===== src/rtl/lcb_unpacker.sv =====
// lcb_unpacker: unpacks packed-sample byte groups (one header byte carrying the
// high bits of every channel, then one low byte per channel) into word-RAM
// writes, with word addresses looked up in an external address ROM.
//
// state    | meaning
// ---------+-----------------------------------------------------------
// IDLE     | waiting for an rxValid rising episode to accept a byte
// WRITE    | one-cycle word-RAM write; ROM counter advances
// WAIT_LOW | byte consumed, waiting for rxValid to drop
module lcb_unpacker #(
    parameter int NCH       = 4,
    parameter int GROUPS    = 3,
    parameter int ROM_DEPTH = 384,
    parameter int ADDR_W    = 9,
    parameter int DATA_W    = 15,
    parameter int WADDR_LSB = 4,
    parameter int WADDR_W   = 10,
    parameter int OUT_W     = 12
) (
    input  logic               clk,
    input  logic               reset,
    input  logic [7:0]         rawData,
    input  logic               rxValid,
    input  logic               frameSync,
    output logic [ADDR_W-1:0]  addrROMaddr,
    input  logic [DATA_W-1:0]  dataROMaddr,
    output logic [OUT_W-1:0]   wrdOut,
    output logic [WADDR_W-1:0] wrdAddr,
    output logic               wren,
    output logic               frameDone,
    output logic               test
);

    localparam int HB = 8 / NCH;
    localparam int SW = 8 + HB;
    localparam int PW = $clog2(NCH + 1);
    localparam int GW = (GROUPS > 1) ? $clog2(GROUPS) : 1;

    typedef enum logic [1:0] {
        IDLE     = 2'd0,
        WRITE    = 2'd1,
        WAIT_LOW = 2'd2
    } state_t;

    state_t state_q, state_d;

    // The byte counter is held as (group, position-in-group) so the header
    // test needs no modulo by NCH+1.
    logic [PW-1:0]     pos_q;
    logic [GW-1:0]     grp_q;
    logic [ADDR_W-1:0] rc_q;
    logic [HB-1:0]     hi_q [NCH];
    logic              armed_q;
    logic              accept;
    logic [HB-1:0]     hi_sel;
    logic [DATA_W-1:0] unused_rom;

    // Only the word-address field of the ROM data matters.
    assign unused_rom = dataROMaddr;

    // A byte is taken once per rxValid episode, and never on a realign cycle.
    assign accept = (state_q == IDLE) && rxValid && armed_q && !frameSync;

    assign addrROMaddr = rc_q;
    assign test        = (grp_q == GW'(GROUPS - 1));

    // High part of the channel addressed by the current low byte.
    always_comb begin
        hi_sel = '0;
        for (int i = 0; i < NCH; i++) begin
            if (pos_q == PW'(i + 1)) begin
                hi_sel = hi_q[i];
            end
        end
    end

    // FSM state register.
    always_ff @(posedge clk) begin
        if (!reset) begin
            state_q <= IDLE;
        end else begin
            state_q <= state_d;
        end
    end

    // FSM next-state logic.
    always_comb begin
        state_d = state_q;
        if (frameSync) begin
            state_d = IDLE;
        end else begin
            unique case (state_q)
                IDLE: begin
                    if (accept) begin
                        state_d = (pos_q == '0) ? WAIT_LOW : WRITE;
                    end
                end
                WRITE:    state_d = WAIT_LOW;
                WAIT_LOW: begin
                    if (!rxValid) begin
                        state_d = IDLE;
                    end
                end
                default:  state_d = IDLE;
            endcase
        end
    end

    // Counters, channel registers and the registered write port.
    always_ff @(posedge clk) begin
        if (!reset) begin
            pos_q     <= '0;
            grp_q     <= '0;
            rc_q      <= '0;
            wrdOut    <= '0;
            wrdAddr   <= '0;
            wren      <= 1'b0;
            frameDone <= 1'b0;
            armed_q   <= 1'b0;
            for (int i = 0; i < NCH; i++) begin
                hi_q[i] <= '0;
            end
        end else begin
            // armed drops on acceptance and re-arms only after rxValid is seen low,
            // which also ignores a level already high when reset is released.
            if (!rxValid) begin
                armed_q <= 1'b1;
            end else if (accept) begin
                armed_q <= 1'b0;
            end

            wren      <= 1'b0;
            frameDone <= 1'b0;

            if (frameSync) begin
                pos_q <= '0;
                grp_q <= '0;
                rc_q  <= '0;
            end else begin
                if (accept) begin
                    if (pos_q == PW'(NCH)) begin
                        pos_q <= '0;
                        grp_q <= (grp_q == GW'(GROUPS - 1)) ? '0 : grp_q + GW'(1);
                    end else begin
                        pos_q <= pos_q + PW'(1);
                    end

                    if (pos_q == '0) begin
                        for (int i = 0; i < NCH; i++) begin
                            hi_q[i] <= rawData[7 - i*HB -: HB];
                        end
                    end else begin
                        wrdOut    <= OUT_W'({hi_sel, rawData, 1'b0});
                        wrdAddr   <= dataROMaddr[WADDR_LSB +: WADDR_W];
                        wren      <= 1'b1;
                        frameDone <= (rc_q == ADDR_W'(ROM_DEPTH - 1));
                    end
                end

                if (state_q == WRITE) begin
                    rc_q <= (rc_q == ADDR_W'(ROM_DEPTH - 1)) ? '0 : rc_q + ADDR_W'(1);
                end
            end
        end
    end

endmodule


===== config.mk =====
export PLATFORM = sky130hd
export DESIGN_NAME = lcb_unpacker
export DESIGN_NICKNAME = d
export VERILOG_FILES = /design/src/rtl/lcb_unpacker.sv
export SDC_FILE = /design/constraint.sdc
export NUM_CORES = 1
export LEC_CHECK = 0
export ABC_AREA = 1
export BUFFER_PORTS_ARGS = -buffer_cell sky130_fd_sc_hd__buf_2
export CORE_MARGIN = 2
export CORE_UTILIZATION = 46
export DETAILED_ROUTE_END_ITERATION = 10
export PLACE_DENSITY = 0.75
export SETUP_SLACK_MARGIN = 0.1
export SLEW_MARGIN = 20
export SYNTH_ARGS = -nofsm -noshare
export SYNTH_HDL_FRONTEND = slang
export SYNTH_SLANG_ARGS = --single-unit

===== constraint.sdc =====
create_clock -name clk -period 1.8 [get_ports clk]
set_input_delay 0.18 -clock clk [delete_from_list [all_inputs] [get_ports clk]]
set_output_delay 0.18 -clock clk [all_outputs]
set_load 0.01 [all_outputs]

### After elaboration in Yosys (flattened, before gate mapping)

Memory sizes are Yosys's and may differ from the RTL's.
Cells that the tools add are included.

* add/subtract/negate cells: 3
* reductions and logical operators: 12
* equal/unequal tests: 11
* $mul: 0
* muxes and demuxes: 24
* order comparisons: 0
* shift-type cells: 0
* bitwise logic cells: 8
* divide/modulo/power cells: 0

Operators by type and width (number)
* $mux 2: 12
* $add 9x1->9 const B: 1
* $eq 9x9->1 const B: 1
* $mux 1: 9
* $mux 9: 1
* $eq 3x2->1 const B: 2
* $pmux 2 s3: 1
* $eq 2x2->1 const B: 2
* $ne 2x2->1 const B: 2
* $not 1->1: 4
* $or 1x1->1: 4
* $reduce_and 2->1: 2
* $reduce_or 4->1: 1
* $add 3x1->3 const B: 1
* $eq 3x1->1 const B: 1
* $eq 3x3->1 const B: 1
* $logic_and 1x1->1: 3
* $logic_not 3->1: 1
* $mux 3: 1
* $reduce_and 3->1: 1
* $reduce_or 3->1: 1
* $add 2x1->2 const B: 1
* $eq 2x1->1 const B: 1
* $logic_not 2->1: 1
* 3 further kinds: 3

* output and inout bits: 34
* memory bits (read-only): 0
* input port bits: 27
* RAM bits: 8
* memories: 1
* bits in latches: 0
* logic and storage cells: 68
* register bits: 39

Memories
* hi_q: words 4, width 2, read ports 4, clocked after Yosys merged registers in 0, write ports 4, RTL line 52 `logic [HB-1:0] hi_q [NCH];`

### Logic depth before layout (Yosys ltp)

* depth after elaboration: 9
* depth in mapped cells: 10
* depth with buffers taken out: 10

### Least setup slack after synthesis

OpenSTA, ideal clock, no wires.

* path kind: reg-to-reg
* start: register pos_q[0]
* end: memory hi_q[0][0] (netlist name) (enable)
* slack: 0.073 ns
* stages on the path, launching flop included: 5
* clock period less this slack: 1.727 ns
* arrival time: 1.343 ns
* buffers on the path: 0
* required time: 1.416 ns
* library setup time: 0.384 ns
* cell sequence: dfxtp_1 > inv_1 > ha_1 > nand2_2 > o21ai_0

RTL lines
* from (decl): RTL line 49 `logic [PW-1:0] pos_q;`
* from (signal assigned): RTL line 145 `pos_q <= pos_q + PW'(1);`
* to (decl): RTL line 52

### Final worst setup path

* start: register pos_q[0]
* end: register wrdOut[4]

* longest elaborated chain between the ends: 3

Ends and longest elaborated chain
* $logic_not 3->1: RTL line 148 `if (pos_q == '0) begin`
* $not 1->1 (no source line)
* $reduce_and 3->1 (no source line)
* to (signal assigned): RTL line 153 `wrdOut <= OUT_W'({hi_sel, rawData, 1'b0});`
* to (decl): RTL line 27 `output logic [OUT_W-1:0] wrdOut,`

Every way passes these cells.
A chain may end at the register's enable or synchronous reset.

==> impl_metrics.tcl <==
set metrics [dict create \
    grt_pass1_vias 1720 \
    dpl_worst_slack_ps 194 \
    routed_wl_microns 4040 \
    r2r.worst_path.cells 6 \
    start_util_pct 48.1 \
    postRouteAntennaNets 0 \
    track_usage_pct 16.9 \
    syn2layout_area_growth_pct 18.5 \
    coreArea_sq_mm 0.00435 \
    drv_slew 0 \
    layout_commonest_cell "nor2_1" \
    dp.final_hpwl_microns 2910 \
    insertion_delay_ps 300 \
    ir_drop_mv 0.604 \
    vias 1806 \
    fill_cells 424 \
    cp_slowest_cell "dfxtp_1" \
    path_max_fanout 13 \
    drc 0 \
    max_stage_delay_ps 400 \
    setup_viol 0 \
    endpoint_kind "register" \
    die_h_microns 71.5 \
    instances_no_fill 380 \
    fmax_mhz 642 \
    synth_top_family_by_area "simple AND/OR/NAND/NOR gates" \
    synth_mux_area_share_pct 0 \
    p_leak_nw 1.13 \
    root_buffer "clkbuf_8" \
    synth-xor-area-share_pct 0.837 \
    p_per_area_mw_per_mm2 728 \
    layout-drive-gt1-share_pct 24.7 \
    routed_wire_length_per_instance_microns 10.6 \
    hold-path-cell-count 3 \
    holdCritStartpoint "dataROMaddr[10]" \
    grt_max_degree 27 \
    r2r_end "wrdOut[4]$_SDFFE_PN0P_" \
    critPathLaunchType "register" \
    final_cell_mix "nor2_1, buf_2, dfxtp_1" \
    worst_hold_slack_ps 124 \
    clockBufferDepth 2 \
    viasPerCell 4.75 \
    htreeDepth 2 \
    synth-simple-area-share_pct 28.3 \
    hold_viol 0 \
    gp_congestion 0.834 \
    crit_family "simple AND/OR/NAND/NOR gates" \
    fin_nets 360 \
    yosys_warnings 0 \
    syn_inst 269 \
    antenna_found_initial 0 \
    status "finished, final reports clean" \
    rsz0062_at_grt "false" \
    path_clk_slew_ps 80 \
    finalSetupTns_ps 0 \
    critPathBufInv 1 \
    period_minus_slack_ps 1560 \
    first_pass_iters 4 \
    gr-total-overflow 0 \
    port_buffers 53 \
    dieArea_sq_mm 0.00511 \
    cp.arrival_ps 1750 \
    place_inst 371 \
    cts_tree "done" \
    postSynthAreaPerCell_sq_um 7.78 \
    numCtsBuffers 5 \
    drtIter0Drc 95 \
    synth_fa_ha_area_share_pct 3.59 \
    worst-endpoint-required_ps 1990 \
    synth_compound_area_share_pct 8.67 \
    path_class "reg2reg" \
    numClockSinks 47 \
    boundaryPins 61 \
    hp-class "in2reg" \
    worstHoldEndpoint "wrdAddr[6]$_SDFFE_PN0P_" \
    ys_types 28 \
    min_period_over_period_pct 86.5 \
    die_w_microns 71.5 \
    grt_pass1_wl_microns 7000 \
    antenna_cells 0 \
    clock_skew_ps 8.53 \
    syn-cell-area_sq_mm 0.00209 \
    yosysSeqAreaShare_pct 48.8 \
    core.rowCount 24 \
    maxCapViolCount 0 \
    rrSetupSlack_ps 240 \
    cp_cell_sequence "inv_1 > ha_1 > nand2_2 > nand3_2 > o21ai_0 > nor2_1" \
    timing.rr.start "pos_q[0]$_SDFFE_PP0P_" \
    layout_setup_ws_ps 243 \
    ys_seq_elements 47 \
]
## routing by layer
| layer | up-vias | GRT usage [%] | wire, microns |
|---|---|---|---|
| li1 | 952 | - | - |
| met1 | 803 | 20.9 | 1900 |
| met2 | 47 | 28.9 | 1830 |
| met3 | 4 | 4.92 | 266 |
| met4 | 0 | 4.40 | 31 |
| met5 | - | 0 | 0 |
## power by group
group,total (mW),internal [mW],switching (mW)
combinational,0.106,0.0412,0.0648
sequential,1.09,1.08,0.00611
clock,0.612,0.272,0.341
## layout make-up
| cell class | count | area [sq um] | share of cell area [%] |
|---|---|---|---|
| multi-input cells | 182 | 885 | 35.7 |
| clock inverters | 2 | 12.5 | 0.505 |
| flip-flops and latches | 47 | 1020 | 41.2 |
| well taps | 52 | 65.1 | 2.62 |
| inverters | 35 | 136 | 5.50 |
| repair buffers | 56 | 288 | 11.6 |
| clock buffers | 6 | 72.6 | 2.93 |
## state kept, by name, summed over array words and instances, names as in the netlist
signal,count
wrdAddr,10
addrROMaddr,9
armed_q,1
wrdOut,10
hi_q,8
state_q,2
wren,1
frameDone,1
grp_q,2
pos_q,3
## synth_stat cells (all sizes together)
library cell	count	area share, %
a21oi	9	2.2
ha	6	3.6
conb	1	0.18
xor2	1	0.42
o22ai	1	0.30
nand3	11	3.5
xnor2	1	0.42
nor3	4	1.2
dfxtp	39	37
nand4	2	0.60
nor2	80	16
clkbuf	2	0.36
buf	5	2.7
inv	35	6.5
o21ai	26	6.2
nand2	38	7.3
edfxtp	8	11
## repair_timing
item,4_1_cts,5_1_grt
resized for setup,0,0
setup buffers,0,0
endpoints found under the setup margin,0,20
hold buffers,0,0
## cell families (layout without fill, tap and decap cells)
group	after synthesis	after routing
AO/OA/AOI/OAI	36	36
XOR/XNOR	2	2
adder cells (fa/ha/maj)	6	6
buffers and inverters	42	99
flip-flops	47	47
other	1	2
AND/OR/NAND/NOR	135	136
## worst min-delay path: cells and delay by family
family / cells / cell delay, ps
compound gates: 1 / 60
buf+inv: 1 / 70
simple gates: 1 / 70
## how the worst max path moves through the flow
stage                                from                  endpoint  slack [ps]  cells after the start
floorplan           pos_q[0]$_SDFFE_PP0P_  hi_q[0][0]$_SDFFCE_PN0P_         290                      4
global placement    pos_q[0]$_SDFFE_PP0P_    wrdOut[2]$_SDFFE_PN0P_         250                      7
detailed placement  pos_q[0]$_SDFFE_PP0P_    wrdOut[6]$_SDFFE_PN0P_         190                      7
CTS                 pos_q[0]$_SDFFE_PP0P_    wrdOut[1]$_SDFFE_PN0P_         170                      7
global route        pos_q[0]$_SDFFE_PP0P_    wrdOut[4]$_SDFFE_PN0P_         110                      6
finish              pos_q[0]$_SDFFE_PP0P_    wrdOut[4]$_SDFFE_PN0P_         240                      6
## metrics by stage
step	power, mW	utilization [%]	cell area, sq um
floorplan	1.17	-	2100
global placement	1.21	54.8	2380
detailed placement	1.22	54.8	2380
CTS	1.82	56.7	2470
global route	1.88	57.0	2480
finish	1.81	57.0	2480
Note: power is estimated with default switching activity, not from simulation.
